<file path="src/rtl/data_memory_arbiter_if.sv">
`default_nettype none
// =============================================================================
// Interface : data_memory_arbiter_if
// Requester, memory and status signals of the data memory arbiter.
// Revision  : 1.0
// =============================================================================
interface data_memory_arbiter_if #(
    parameter int ADDR_W = 32,
    parameter int DATA_W = 32
);
    logic              r0_req;
    logic              r0_we;
    logic [ADDR_W-1:0] r0_addr;
    logic [DATA_W-1:0] r0_wdata;
    logic              r0_gnt;
    logic              r0_rvalid;
    logic [DATA_W-1:0] r0_rdata;

    logic              r1_req;
    logic              r1_we;
    logic [ADDR_W-1:0] r1_addr;
    logic [DATA_W-1:0] r1_wdata;
    logic              r1_gnt;
    logic              r1_rvalid;
    logic [DATA_W-1:0] r1_rdata;

    logic              mem_en;
    logic              mem_we;
    logic [ADDR_W-1:0] mem_addr;
    logic [DATA_W-1:0] mem_wdata;
    logic [DATA_W-1:0] mem_rdata;

    logic              busy;
    logic              owner;

    // Requesters plus the memory: everything outside the arbiter.
    modport master (
        output r0_req, r0_we, r0_addr, r0_wdata,
        output r1_req, r1_we, r1_addr, r1_wdata,
        output mem_rdata,
        input  r0_gnt, r0_rvalid, r0_rdata,
        input  r1_gnt, r1_rvalid, r1_rdata,
        input  mem_en, mem_we, mem_addr, mem_wdata,
        input  busy, owner
    );

    modport slave (
        input  r0_req, r0_we, r0_addr, r0_wdata,
        input  r1_req, r1_we, r1_addr, r1_wdata,
        input  mem_rdata,
        output r0_gnt, r0_rvalid, r0_rdata,
        output r1_gnt, r1_rvalid, r1_rdata,
        output mem_en, mem_we, mem_addr, mem_wdata,
        output busy, owner
    );
endinterface
`default_nettype wire

</file>
<file path="src/rtl/data_memory_arbiter.sv">
`default_nettype none
// =============================================================================
// Module   : data_memory_arbiter
// Shares one data memory between the core (r0) and the loader/debug port (r1).
// Define ARB_ROUND_ROBIN_EN for alternating tie-break; default is r0 priority.
// Revision : 1.0
// =============================================================================
module data_memory_arbiter #(
    parameter int ADDR_W      = 32,
    parameter int DATA_W      = 32,
    parameter int MEM_LATENCY = 1
) (
    input  logic                 clk,
    input  logic                 reset,
    data_memory_arbiter_if.slave bus
);
    localparam int               CNT_W    = $clog2(MEM_LATENCY + 1);
    localparam logic [CNT_W-1:0] CNT_ONE  = CNT_W'(1);
    localparam logic [CNT_W-1:0] CNT_LAST = CNT_W'(MEM_LATENCY);

    localparam logic [1:0] ST_IDLE  = 2'd0;
    localparam logic [1:0] ST_ISSUE = 2'd1;
    localparam logic [1:0] ST_WAIT  = 2'd2;

    logic [1:0]        state_q, state_d;
    logic [CNT_W-1:0]  cnt_q, cnt_d;
    logic              owner_q, owner_d;
    logic              last_owner_q, last_owner_d;
    logic              we_q, we_d;
    logic [ADDR_W-1:0] addr_q, addr_d;
    logic [DATA_W-1:0] wdata_q, wdata_d;
    logic              r0_rvalid_q, r0_rvalid_d;
    logic              r1_rvalid_q, r1_rvalid_d;
    logic [DATA_W-1:0] r0_rdata_q, r0_rdata_d;
    logic [DATA_W-1:0] r1_rdata_q, r1_rdata_d;
    logic              win;

    always_comb begin
`ifdef ARB_ROUND_ROBIN_EN
        if (bus.r0_req && bus.r1_req) begin
            win = ~last_owner_q;
        end else begin
            win = bus.r1_req;
        end
`else
        win = ~bus.r0_req;
`endif
    end

    always_comb begin
        state_d      = state_q;
        cnt_d        = cnt_q;
        owner_d      = owner_q;
        last_owner_d = last_owner_q;
        we_d         = we_q;
        addr_d       = addr_q;
        wdata_d      = wdata_q;
        r0_rvalid_d  = 1'b0;
        r1_rvalid_d  = 1'b0;
        r0_rdata_d   = r0_rdata_q;
        r1_rdata_d   = r1_rdata_q;

        case (state_q)
            ST_IDLE: begin
                if (bus.r0_req || bus.r1_req) begin
                    owner_d      = win;
                    last_owner_d = win;
                    we_d         = win ? bus.r1_we    : bus.r0_we;
                    addr_d       = win ? bus.r1_addr  : bus.r0_addr;
                    wdata_d      = win ? bus.r1_wdata : bus.r0_wdata;
                    state_d      = ST_ISSUE;
                end
            end
            ST_ISSUE: begin
                if (we_q) begin
                    state_d = ST_IDLE;
                end else begin
                    cnt_d   = CNT_ONE;
                    state_d = ST_WAIT;
                end
            end
            ST_WAIT: begin
                // Counter reaches the latency in the cycle mem_rdata is valid.
                if (cnt_q == CNT_LAST) begin
                    cnt_d   = '0;
                    state_d = ST_IDLE;
                    if (owner_q) begin
                        r1_rdata_d  = bus.mem_rdata;
                        r1_rvalid_d = 1'b1;
                    end else begin
                        r0_rdata_d  = bus.mem_rdata;
                        r0_rvalid_d = 1'b1;
                    end
                end else begin
                    cnt_d = cnt_q + CNT_ONE;
                end
            end
            default: begin
                state_d = ST_IDLE;
                cnt_d   = '0;
            end
        endcase
    end

    always_ff @(posedge clk or negedge reset) begin
        if (!reset) begin
            state_q      <= ST_IDLE;
            cnt_q        <= '0;
            owner_q      <= 1'b0;
            last_owner_q <= 1'b1;
            we_q         <= 1'b0;
            addr_q       <= '0;
            wdata_q      <= '0;
            r0_rvalid_q  <= 1'b0;
            r1_rvalid_q  <= 1'b0;
            r0_rdata_q   <= '0;
            r1_rdata_q   <= '0;
        end else begin
            state_q      <= state_d;
            cnt_q        <= cnt_d;
            owner_q      <= owner_d;
            last_owner_q <= last_owner_d;
            we_q         <= we_d;
            addr_q       <= addr_d;
            wdata_q      <= wdata_d;
            r0_rvalid_q  <= r0_rvalid_d;
            r1_rvalid_q  <= r1_rvalid_d;
            r0_rdata_q   <= r0_rdata_d;
            r1_rdata_q   <= r1_rdata_d;
        end
    end

    assign bus.mem_en    = (state_q == ST_ISSUE);
    assign bus.mem_we    = (state_q == ST_ISSUE) && we_q;
    assign bus.mem_addr  = addr_q;
    assign bus.mem_wdata = wdata_q;
    assign bus.r0_gnt    = (state_q == ST_ISSUE) && !owner_q;
    assign bus.r1_gnt    = (state_q == ST_ISSUE) && owner_q;
    assign bus.r0_rvalid = r0_rvalid_q;
    assign bus.r1_rvalid = r1_rvalid_q;
    assign bus.r0_rdata  = r0_rdata_q;
    assign bus.r1_rdata  = r1_rdata_q;
    assign bus.busy      = (state_q != ST_IDLE);
    assign bus.owner     = owner_q;
endmodule
`default_nettype wire
</file>
<file path="src/flat_wrapper.sv">
// flat-port wrapper written by rule: the top's interface ports become plain ports
module data_memory_arbiter_flat 
#(
    parameter int ADDR_W      = 32,
    parameter int DATA_W      = 32,
    parameter int MEM_LATENCY = 1
)
  (clk, reset, bus_r0_req, bus_r0_we, bus_r0_addr, bus_r0_wdata, bus_r1_req, bus_r1_we, bus_r1_addr, bus_r1_wdata, bus_mem_rdata, bus_r0_gnt, bus_r0_rvalid, bus_r0_rdata, bus_r1_gnt, bus_r1_rvalid, bus_r1_rdata, bus_mem_en, bus_mem_we, bus_mem_addr, bus_mem_wdata, bus_busy, bus_owner);
  data_memory_arbiter_if #(.ADDR_W(ADDR_W), .DATA_W(DATA_W)) bus_i ();
  input  logic clk;
  input  logic reset;
  input wire logic [$bits(bus_i.r0_req)-1:0] bus_r0_req;
  input wire logic [$bits(bus_i.r0_we)-1:0] bus_r0_we;
  input wire logic [$bits(bus_i.r0_addr)-1:0] bus_r0_addr;
  input wire logic [$bits(bus_i.r0_wdata)-1:0] bus_r0_wdata;
  input wire logic [$bits(bus_i.r1_req)-1:0] bus_r1_req;
  input wire logic [$bits(bus_i.r1_we)-1:0] bus_r1_we;
  input wire logic [$bits(bus_i.r1_addr)-1:0] bus_r1_addr;
  input wire logic [$bits(bus_i.r1_wdata)-1:0] bus_r1_wdata;
  input wire logic [$bits(bus_i.mem_rdata)-1:0] bus_mem_rdata;
  output wire logic [$bits(bus_i.r0_gnt)-1:0] bus_r0_gnt;
  output wire logic [$bits(bus_i.r0_rvalid)-1:0] bus_r0_rvalid;
  output wire logic [$bits(bus_i.r0_rdata)-1:0] bus_r0_rdata;
  output wire logic [$bits(bus_i.r1_gnt)-1:0] bus_r1_gnt;
  output wire logic [$bits(bus_i.r1_rvalid)-1:0] bus_r1_rvalid;
  output wire logic [$bits(bus_i.r1_rdata)-1:0] bus_r1_rdata;
  output wire logic [$bits(bus_i.mem_en)-1:0] bus_mem_en;
  output wire logic [$bits(bus_i.mem_we)-1:0] bus_mem_we;
  output wire logic [$bits(bus_i.mem_addr)-1:0] bus_mem_addr;
  output wire logic [$bits(bus_i.mem_wdata)-1:0] bus_mem_wdata;
  output wire logic [$bits(bus_i.busy)-1:0] bus_busy;
  output wire logic [$bits(bus_i.owner)-1:0] bus_owner;
  assign bus_i.r0_req = bus_r0_req;
  assign bus_i.r0_we = bus_r0_we;
  assign bus_i.r0_addr = bus_r0_addr;
  assign bus_i.r0_wdata = bus_r0_wdata;
  assign bus_i.r1_req = bus_r1_req;
  assign bus_i.r1_we = bus_r1_we;
  assign bus_i.r1_addr = bus_r1_addr;
  assign bus_i.r1_wdata = bus_r1_wdata;
  assign bus_i.mem_rdata = bus_mem_rdata;
  assign bus_r0_gnt = bus_i.r0_gnt;
  assign bus_r0_rvalid = bus_i.r0_rvalid;
  assign bus_r0_rdata = bus_i.r0_rdata;
  assign bus_r1_gnt = bus_i.r1_gnt;
  assign bus_r1_rvalid = bus_i.r1_rvalid;
  assign bus_r1_rdata = bus_i.r1_rdata;
  assign bus_mem_en = bus_i.mem_en;
  assign bus_mem_we = bus_i.mem_we;
  assign bus_mem_addr = bus_i.mem_addr;
  assign bus_mem_wdata = bus_i.mem_wdata;
  assign bus_busy = bus_i.busy;
  assign bus_owner = bus_i.owner;
  data_memory_arbiter #(.ADDR_W(ADDR_W), .DATA_W(DATA_W), .MEM_LATENCY(MEM_LATENCY)) u_core (.clk(clk), .reset(reset), .bus(bus_i));
endmodule
</file>
<file path="config.mk">
export PLATFORM = sky130hd
export DESIGN_NAME = data_memory_arbiter_flat
export DESIGN_NICKNAME = d
export VERILOG_FILES = /design/src/rtl/data_memory_arbiter_if.sv /design/src/rtl/data_memory_arbiter.sv /design/src/flat_wrapper.sv
export SDC_FILE = /design/constraint.sdc
export NUM_CORES = 1
export LEC_CHECK = 0
export CORE_MARGIN = 10
export CORE_UTILIZATION = 40
export CTS_CLUSTER_SIZE = 30
export DETAILED_ROUTE_END_ITERATION = 16
export GPL_ROUTABILITY_DRIVEN = 0
export GPL_TIMING_DRIVEN = 0
export PLACE_DENSITY = 0.81
export SYNTH_ARGS = -nofsm -noshare
export SYNTH_HDL_FRONTEND = slang
export SYNTH_SLANG_ARGS = --single-unit
</file>
<file path="constraint.sdc">
create_clock -name clk -period 1.6 [get_ports clk]
set_input_delay 0.16 -clock clk [delete_from_list [all_inputs] [get_ports clk]]
set_output_delay 0.16 -clock clk [all_outputs]
set_load 0.05 [all_outputs]
</file>
==> results.sh, run 1 <==
export IMPL_path_class="flop to output port"
export IMPL_min_period_ns=1.55
export IMPL_drt_met1_wl_um=7720
export IMPL_fin_setup_tns_ns=0
export IMPL_grt_use_total_pct=19.8
export IMPL_max_freq_mhz=646
export IMPL_first_global_vias=5380
export IMPL_critPathCaptureType="output port"
export IMPL_num_rows=43
export IMPL_grt_max_degree=88
export IMPL_finalSetupViolCount=0
export IMPL_rsz0062_at_grt="true"
export IMPL_initial_utilization_pct=41.1
export IMPL_io_pin_count=302
export IMPL_crit_cells=3
export IMPL_slew_headroom_pct=62.3
export IMPL_fin_hold_ws_ns=0.276
export IMPL_leakagePower_nw=4.54
export IMPL_drv_slew=0
export IMPL_period_share_pct=96.7
export IMPL_syn_area_um2=5750
export IMPL_cp_buffers_inverters=1
export IMPL_clockBufferDepth=2
export IMPL_finalNonFillerCells=974
export IMPL_critPathTopFamily="flip-flops"
export IMPL_cp_required_ns=1.44
export IMPL_synth_edf_count=0
export IMPL_yosysSeqAreaShare_pct=58.7
export IMPL_vias=4730
export IMPL_drtAntennaViolNets=0
export IMPL_synthFlopType="dfrtp_1"
export IMPL_syn_inst=452
export IMPL_dieWidth_um=140
export IMPL_drc=0
export IMPL_worst_ep_arrival_time_ns=1.39
export IMPL_drive_gt1_share_pct=18.9
export IMPL_cts_tree="yes"
export IMPL_numCtsBuffers=17
export IMPL_area_delta_synth_final_pct=66.8
export IMPL_netlist_area_leader_share_pct=58.7
export IMPL_worst_path_max_delay_cell="dfrtp_2"
export IMPL_switchingPower_mw=11.1
export IMPL_post_drt_wl_per_cell_um=20.1
export IMPL_max_stage_delay_ns=0.47
export IMPL_hold_class="input port to asynchronous set/reset pin"
export IMPL_die_y_um=140
export IMPL_root_buffer="clkbuf_16"
export IMPL_worst_slew_pin_slew_ns=0.568
export IMPL_sw_frac_of_total_pct=50.6
export IMPL_drt_wl_total_um=19600
export IMPL_synth_commonest_cells="dfrtp_1 (135), nand2_1 (68), mux2_2 (66), mux2i_1 (66), o21ai_0 (61)"
export IMPL_clkPwrFrac_pct=16.7
export IMPL_total_power_mw=21.9
export IMPL_synth_cell_types=24
export IMPL_power_frac_seq_pct=27.7
export IMPL_placed_cells=933
export IMPL_fillers=1060
export IMPL_crit_path_cell_trace="ha_4 > and2b_1 > buf_6"
export IMPL_first_iter_violations=138
export IMPL_yosys_area_top_type="dfrtp_1"
export IMPL_clk_latency_ns=0.41
export IMPL_coreArea_um2=14000
export IMPL_synth_nets=624
export IMPL_hold_viol_final=0
export IMPL_crit_path_max_fanout=4
export IMPL_antenna_found_initial=0
export IMPL_pwr_share_comb_pct=55.6
export IMPL_first_pass_iters=4
export IMPL_skew_ns=0.00514
export IMPL_routed_top_layer="met4"
export IMPL_p_int_mw=10.8
export IMPL_grt_first_pass_wirelength_um=30700
export IMPL_yosysWarnings=0
export IMPL_port_buffers=300
export IMPL_drt_vias_per_instance=4.86
export IMPL_ir_drop_mv=1.01
export IMPL_clkTransAtPathRegs_ns=0.06
export IMPL_yosys_cell_count_top_type="dfrtp_1"
export IMPL_met3_wirelength_um=1750
export IMPL_powerDensity_nw_per_um2=2280
export IMPL_htree_num_levels=4
export IMPL_maxCapViolations=0
export IMPL_cts_sinks=135
export IMPL_hpwlAfterDp_um=15700
export IMPL_avgSynthCellArea_um2=12.7
export IMPL_run_status="completed"
export IMPL_reg2reg_depth=5
export IMPL_start_kind="flop"
export IMPL_wl_met2_um=9920
export IMPL_diodes=0
export IMPL_ys_ff_latch=135
export IMPL_grt_overflow_total=0
export IMPL_async_flop_share_pct=100
export IMPL_synth_area_leaders="dfrtp_1 (59%), mux2_2 (13%), mux2i_1 (11%)"
export IMPL_nNetsFinal=953
export IMPL_die_area_um2=19600
## flip-flops by register name (all words and copies together), names as in the netlist
name                  flops
u_core.bus.mem_wdata     32
u_core.bus.owner          1
u_core.state_q            2
u_core.bus.mem_addr      32
u_core.cnt_q              1
u_core.we_q               1
u_core.bus.r0_rdata      32
u_core.bus.r0_rvalid      1
u_core.bus.r1_rvalid      1
u_core.bus.r1_rdata      32
## power groups by stage
stage                     Combinational (mW)  Sequential (mW)  Clock, mW
after global routing                    12.8             6.28       3.88
after floorplan                         2.44             11.7          0
after detailed placement                13.2             6.13          0
final                                   12.2             6.07       3.66
after CTS                               12.2             6.06       3.72
after global placement                  13.0             6.01          0
## worst reg2reg max path, delay by kind of cell (launching register included)
family                   cells  cell delay (ns)
buffers and inverters        2             0.32
AND/OR/NAND/NOR              1             0.15
multiplexers                 1             0.28
flip-flops                   1             0.47
adder cells (fa/ha/maj)      1             0.21
## metal layers
layer	global-route usage, %	vias to the layer above
met5	0	-
met1	22.0	2279
met2	34.1	209
li1	-	2225
met4	5.27	0
met3	8.22	17
## cell type report
type	count	area (um^2)	share of cell area, %
multi-input combinational	284	2220	23.2
sequential	135	3380	35.2
timing repair buffer	310	2940	30.7
clock buffer	21	460	4.80
buffer	28	241	2.52
tap	180	225	2.35
inverter	5	23.8	0.248
clock inverter	11	98.8	1.03
## logic make-up after synthesis
group | after synthesis | synth area share [%]
adder cells (fa/ha/maj) | 6 | 1.31
AND/OR/NAND/NOR | 77 | 5.50
AO/OA/AOI/OAI | 69 | 6.29
buffers and inverters | 33 | 3.74
multiplexers | 132 | 24.4
flip-flops | 135 | 58.7
## worst paths after layout
check,slack [ns],end,startpoint
worst min register to register,0.47,u_core.bus.mem_wdata[23]$_DFFE_PN0P_,u_core.bus.mem_wdata[23]$_DFFE_PN0P_
max in group asynchronous,0.54,u_core.bus.mem_wdata[7]$_DFFE_PN0P_,reset
worst max-delay path,0.05,bus_r0_gnt,u_core.state_q[0]$_DFFE_PN0P_
worst min-delay path,0.28,u_core.bus.r1_rdata[0]$_DFFE_PN0P_,reset
min in group clk,0.32,u_core.state_q[1]$_DFFE_PN0P_,bus_r0_req
worst max register to register,0.07,u_core.bus.r1_rdata[24]$_DFFE_PN0P_,u_core.state_q[0]$_DFFE_PN0P_
## cell usage in the layout (no fill, tap or decap), drive strengths merged
cell / count
a21oi: 1
a32o: 1
and2: 2
and2b: 1
buf: 33
bufinv: 1
clkbuf: 31
clkdlybuf4s15: 1
clkdlybuf4s50: 163
clkinv: 5
clkinvlp: 3
dfrtp: 135
dlygate4sd2: 130
dlygate4sd3: 1
ha: 6
inv: 7
mux2: 66
mux2i: 66
nand2: 68
nand3: 1
nand3b: 1
nor2: 2
nor2b: 1
o21ai: 67
or2: 1
## through the flow
step	util, %	worst slack (ns)	area (um^2)
3_3_place_gp	64.2	-4.67	8980
6_report	68.6	0.0529	9590
5_1_grt	68.6	-0.0128	9590
2_1_floorplan	-	0.00564	5750
3_5_place_dp	64.4	-0.308	9010
4_1_cts	67.8	-0.0636	9490
## timing repair
item,4_1_cts,5_1_grt
gates resized for setup,181,20
hold endpoints to repair,48,0
pin swaps,0,2
setup endpoints to repair,253,104
hold buffers,1,0
setup buffers,1,7
Note: power is estimated with default switching activity, not from simulation.
==> inputs of run 2 (changes only) <==
--- a/config.mk
+++ b/config.mk
@@ -5,6 +5,7 @@
 export SDC_FILE = /design/constraint.sdc
 export NUM_CORES = 1
 export LEC_CHECK = 0
+export ABC_CLOCK_PERIOD_IN_PS = 1600
 export CORE_MARGIN = 10
 export CORE_UTILIZATION = 40
 export CTS_CLUSTER_SIZE = 30
@@ -12,6 +13,7 @@
 export GPL_ROUTABILITY_DRIVEN = 0
 export GPL_TIMING_DRIVEN = 0
 export PLACE_DENSITY = 0.81
+export SLEW_MARGIN = 0
 export SYNTH_ARGS = -nofsm -noshare
 export SYNTH_HDL_FRONTEND = slang
 export SYNTH_SLANG_ARGS = --single-unit
==> results of run 2 <==
No change in the layout: final DEF, timing and power equal those of run 1.
